==> src/rtl/reg_file_sweep.sv <==
// Parametrised register file: one write port, two combinational read ports,
// optional hardwired zero register and write bypass, plus a soft-clear sweep engine.
module reg_file_sweep #(
    parameter int DATA_WIDTH = 8,
    parameter int ADDR_WIDTH = 3,
    parameter int ZERO_REG   = 0,
    parameter int BYPASS     = 1
) (
    input  logic                  CLK,
    input  logic                  RESET_N,
    input  logic [DATA_WIDTH-1:0] IN,
    input  logic [ADDR_WIDTH-1:0] INADDRESS,
    input  logic                  WRITE,
    input  logic [ADDR_WIDTH-1:0] OUT1ADDRESS,
    input  logic [ADDR_WIDTH-1:0] OUT2ADDRESS,
    output logic [DATA_WIDTH-1:0] OUT1,
    output logic [DATA_WIDTH-1:0] OUT2,
    input  logic                  CLEAR,
    output logic                  BUSY,
    output logic                  DROPPED
);

    localparam int DEPTH = 2 ** ADDR_WIDTH;
    localparam logic [ADDR_WIDTH-1:0] LAST_IDX = ADDR_WIDTH'(DEPTH - 1);

    typedef enum logic {
        IDLE,
        SWEEP
    } state_t;

    state_t                state_q, state_d;
    logic [ADDR_WIDTH-1:0] idx_q, idx_d;
    logic                  busy_q, busy_d;
    logic                  dropped_q, dropped_d;
    logic [DATA_WIDTH-1:0] regs_q [DEPTH];

    logic                  wrEn;
    logic                  sweepEn;
    logic                  zeroWrite;
    logic                  bypassOk;

    // Writes to a hardwired r0 are not real requests: never stored, never reported as dropped.
    assign zeroWrite = (ZERO_REG != 0) && (INADDRESS == '0);

    always_comb begin
        state_d   = state_q;
        idx_d     = idx_q;
        wrEn      = 1'b0;
        sweepEn   = 1'b0;
        dropped_d = 1'b0;
        unique case (state_q)
            IDLE: begin
                if (CLEAR) begin
                    state_d   = SWEEP;
                    idx_d     = '0;
                    dropped_d = WRITE && !zeroWrite;
                end else begin
                    wrEn = WRITE && !zeroWrite;
                end
            end
            SWEEP: begin
                sweepEn   = 1'b1;
                idx_d     = idx_q + 1'b1;
                dropped_d = WRITE && !zeroWrite;
                if (idx_q == LAST_IDX) begin
                    state_d = IDLE;
                end
            end
            default: state_d = IDLE;
        endcase
    end

    assign busy_d = (state_d == SWEEP);

    always_ff @(posedge CLK or negedge RESET_N) begin
        if (!RESET_N) begin
            state_q   <= IDLE;
            idx_q     <= '0;
            busy_q    <= 1'b0;
            dropped_q <= 1'b0;
        end else begin
            state_q   <= state_d;
            idx_q     <= idx_d;
            busy_q    <= busy_d;
            dropped_q <= dropped_d;
        end
    end

    // The sweep and a write are mutually exclusive, since writes are only taken in IDLE.
    always_ff @(posedge CLK or negedge RESET_N) begin
        if (!RESET_N) begin
            for (int k = 0; k < DEPTH; k++) begin
                regs_q[k] <= '0;
            end
        end else if (sweepEn) begin
            regs_q[idx_q] <= '0;
        end else if (wrEn) begin
            regs_q[INADDRESS] <= IN;
        end
    end

    assign bypassOk = (BYPASS != 0) && WRITE && !busy_q && !CLEAR && !zeroWrite;

    always_comb begin
        OUT1 = regs_q[OUT1ADDRESS];
        OUT2 = regs_q[OUT2ADDRESS];
        if (bypassOk && (INADDRESS == OUT1ADDRESS)) begin
            OUT1 = IN;
        end
        if (bypassOk && (INADDRESS == OUT2ADDRESS)) begin
            OUT2 = IN;
        end
        if ((ZERO_REG != 0) && (OUT1ADDRESS == '0)) begin
            OUT1 = '0;
        end
        if ((ZERO_REG != 0) && (OUT2ADDRESS == '0)) begin
            OUT2 = '0;
        end
    end

    assign BUSY    = busy_q;
    assign DROPPED = dropped_q;

endmodule

==> config.mk <==
export PLATFORM = sky130hd
export DESIGN_NAME = reg_file_sweep
export DESIGN_NICKNAME = d
export VERILOG_FILES = /design/src/rtl/reg_file_sweep.sv
export SDC_FILE = /design/constraint.sdc
export NUM_CORES = 1
export LEC_CHECK = 0
export ABC_CLOCK_PERIOD_IN_PS = 1650
export CAP_MARGIN = 5
export CORE_ASPECT_RATIO = 0.9
export CORE_UTILIZATION = 50
export CTS_CLUSTER_DIAMETER = 60
export CTS_CLUSTER_SIZE = 28
export DETAILED_ROUTE_END_ITERATION = 8
export GPL_TIMING_DRIVEN = 0
export PLACE_DENSITY_LB_ADDON = 0.15
export SLEW_MARGIN = 20
export SYNTH_ARGS = -nofsm -noshare
export SYNTH_HDL_FRONTEND = slang
export SYNTH_SLANG_ARGS = --single-unit
==> constraint.sdc <==
create_clock -name CLK -period 1.65 [get_ports CLK]
set_input_delay 0.2475 -clock CLK [delete_from_list [all_inputs] [get_ports CLK]]
set_output_delay 0.2475 -clock CLK [all_outputs]
set_load 0.01 [all_outputs]
==> results.ini <==
[die]
dieArea_um2 = 8449
io_pins = 39
start_util_pct = 52.54
rows = 30
dieHeight_um = 87.31
core_area_um2 = 7695
die_w_um = 96.78

[power]
combPwrFrac_pct = 34.4
total_power_w = 0.006026
p_sw_w = 0.001903
clockPowerShare_pct = 28.8
p_seq_share_pct = 36.8
internal_power_w = 0.004123
switching_share_pct = 31.58
p_leak_nw = 2.361
power_density_nw_per_um2 = 1174
peakVddDrop_mv = 0.5963

[setup_path]
worstPathArrival_ps = 1960
r2r_end = regs_q[21]
crit_top_cell = mux2_4
path_class = flip-flop to primary output
endpoint_kind = primary output
cp-start-kind = flip-flop
max_stage_delay_ps = 530
r2r_slack_ps = 10
crit_slowest_cell = mux4_2
path_delay_family = multiplexers
critPathBufInv = 1
path_cells = mux4_2, mux2_4, mux2_4, buf_6
r2r_cells = 6
required_ps = 1400
worstPathMaxFanout = 3
reg2reg_from = BUSY

[clock_tree]
cts_root_buffer = clkbuf_8
cts_buffers = 9
tritoncts = done
numClockSinks = 69
insertion_delay_ps = 360
h-tree-depth = 3
cts_buffer_depth = 2
clk_pin_slew_ps = 80

[sta]
hold_viol = 0
setup_viol = 16
slew_headroom_pct = 61.61
timing.final.max_slew_violations = 0
fmax_mhz = 453.6
fin_ws_ps = -554.7
fin_crit_sh_pct = 133.6
fin_crit_ps = 2205
tightest_slew_ps = 575.9
clock_skew_ps = 9.355
grt_setup_unrepaired = true

[yosys]
synth_compound_area_share_pct = 15.60
yosysSeqAreaShare_pct = 42.71
synth_edf_count = 0
avgSynthCellArea_um2 = 14.75
synthTopCellsByArea = dfrtp_1, a22o_1, mux4_1
synthFlopType = dfrtp_1
yosys.area_share.adder_pct = 0.6190
yosysTopAreaCellShare_pct = 42.71
synth_most_common_cell = dfrtp_1
synthMuxAreaShare_pct = 29.99
yosys.area_share.simple_pct = 5.509
yosys_warnings = 0
synthTopCellsByCount = dfrtp_1, a22o_1, mux2_2
synth_top_area_cell = dfrtp_1
synth_area_um2 = 4043
yosysUniqueCellTypes = 28
syn-instance-count = 274
synthXorXnorAreaFrac_pct = 1.300
synth_top_family_by_area = multiplexers
synth.ff_latch_count = 69
synth.net_count = 297
synthArstFlopShare_pct = 100.0

[detailed_routing]
vias_per_cell = 6.664
wl_met1_um = 4938
ant_nets = 0
wire_per_inst_um = 25.39
drtIter0Drc = 171
drc = 0
firstDrtPassIters = 4
dr_wl_met2_um = 5238
top_layer_used = met4
dr_wl_met3_um = 748
finalWirelength_um = 11050
dr_total_vias = 2899

[global_routing]
grtUsageTotal_pct = 27.49
grt_pass1_wl_um = 17110
antenna_found_initial = 0
grt_max_degree = 47
overflow = 0
grt_pass1_vias = 2887

[layout]
layout-drive-gt1-share_pct = 48.67
fin_util_pct = 66.73
nets = 357
area_growth_pct = 27.02
antenna_cells = 0
stdcell_count = 435
fillers = 515

[flow_run]
cap_viol_max_count = 0

[hold_path]
hold_class = input port to asynchronous set/reset pin

[placed_design]
placedCellCount = 393
io_buffers = 22
dp_hpwl_um = 6776
gp_congestion = 0.7797

[status]
violations = negative setup slack
outcome = complete, but fails checks

stage by stage:
stage / instance area (um2) / hold slack [ps] / setup TNS, ps / worst slack (ps)
6_report: 5135 / 338.7 / -8397 / -554.7
5_1_grt: 5135 / 376.3 / -9743 / -606.7
4_1_cts: 4991 / 351.5 / -8277 / -551.9
3_5_place_dp: 4454 / 182.9 / -46520 / -855.1
3_3_place_gp: 4429 / 490.2 / -186080 / -2052
2_1_floorplan: 4089 / -48.09 / -1380 / -86.28
power by group through the flow:
stage	sequential [W]	clock (W)	combinational, W
global placement	0.00220	0	0.00154
detailed placement	0.00221	0	0.00157
CTS	0.00219	0.00174	0.00188
global route	0.00225	0.00181	0.00219
floorplan	0.00215	0	0.00108
finish	0.00222	0.00173	0.00208
how the worst max path moves through the flow:
stage | from | to | slack [ps] | depth (start not counted)
6_report | regs_q[34] | OUT1[2] | -550 | 4
5_1_grt | regs_q[34] | OUT1[2] | -610 | 4
4_1_cts | regs_q[34] | OUT1[2] | -550 | 4
3_5_place_dp | WRITE | OUT1[6] | -860 | 5
3_3_place_gp | RESET_N | regs_q[36] | -2050 | 1
2_1_floorplan | OUT1ADDRESS[0] | OUT1[0] | -90 | 5
state kept, by name (all words and copies together) (netlist names):
name and flops:
regs_q 64, idx_q 3, BUSY 1, DROPPED 1
cells by family (layout without fill, tap and decap cells):
| kind of cell | count (synthesis) | in the layout |
|---|---|---|
| AOI/OAI and AO/OA | 75 | 75 |
| DFF | 69 | 69 |
| muxes | 65 | 65 |
| and+or+nand+nor | 30 | 30 |
| buffers and inverters | 27 | 92 |
| xor gates and xnor gates | 6 | 6 |
| adders and majority gates | 2 | 2 |
layer usage:
| layer | up-vias | global-route usage (%) |
|---|---|---|
| met5 | - | 0 |
| met4 | 0 | 6.106 |
| met3 | 12 | 6.902 |
| met2 | 132 | 42.89 |
| met1 | 1517 | 39.21 |
| li1 | 1238 | - |
area by class of cell:
class | instances | area [um2] | area share (%)
clock buffers | 11 | 141.4 | 2.753
plain buffers | 23 | 195.2 | 3.801
flip-flops and latches | 69 | 1727 | 33.63
repair buffers | 52 | 514.2 | 10.01
clock inverters | 5 | 107.6 | 2.096
multi-input cells | 178 | 2326 | 45.30
well taps | 96 | 120.1 | 2.339
inverters | 1 | 3.754 | 0.07310
timing repair:
action,in CTS,in global routing
gates resized for setup,142,13
cloned,0,1
hold buffers,1,0
setup buffers,16,12
endpoints found under the setup margin,80,65
hold endpoints to repair,23,0
pin swaps,10,5
cells in the final DEF (no fill, tap or decap), types with 3 or more instances in the layout:
| cell type | n |
|---|---|
| dfrtp_1 | 69 |
| a22o_1 | 66 |
| mux4_2 | 31 |
| mux2_4 | 29 |
| buf_4 | 24 |
| buf_6 | 21 |
| clkbuf_8 | 11 |
| buf_1 | 8 |
| buf_2 | 7 |
| xnor2_1 | 6 |
| buf_12 | 5 |
| nor3b_4 | 4 |
| mux2_2 | 4 |
| nor2_4 | 4 |
| a21oi_4 | 4 |
| and2_2 | 3 |
| and4b_1 | 3 |
| bufinv_16 | 3 |
| dlymetal6s2s_1 | 3 |
No activity file was read; power rests on OpenSTA's default activity.
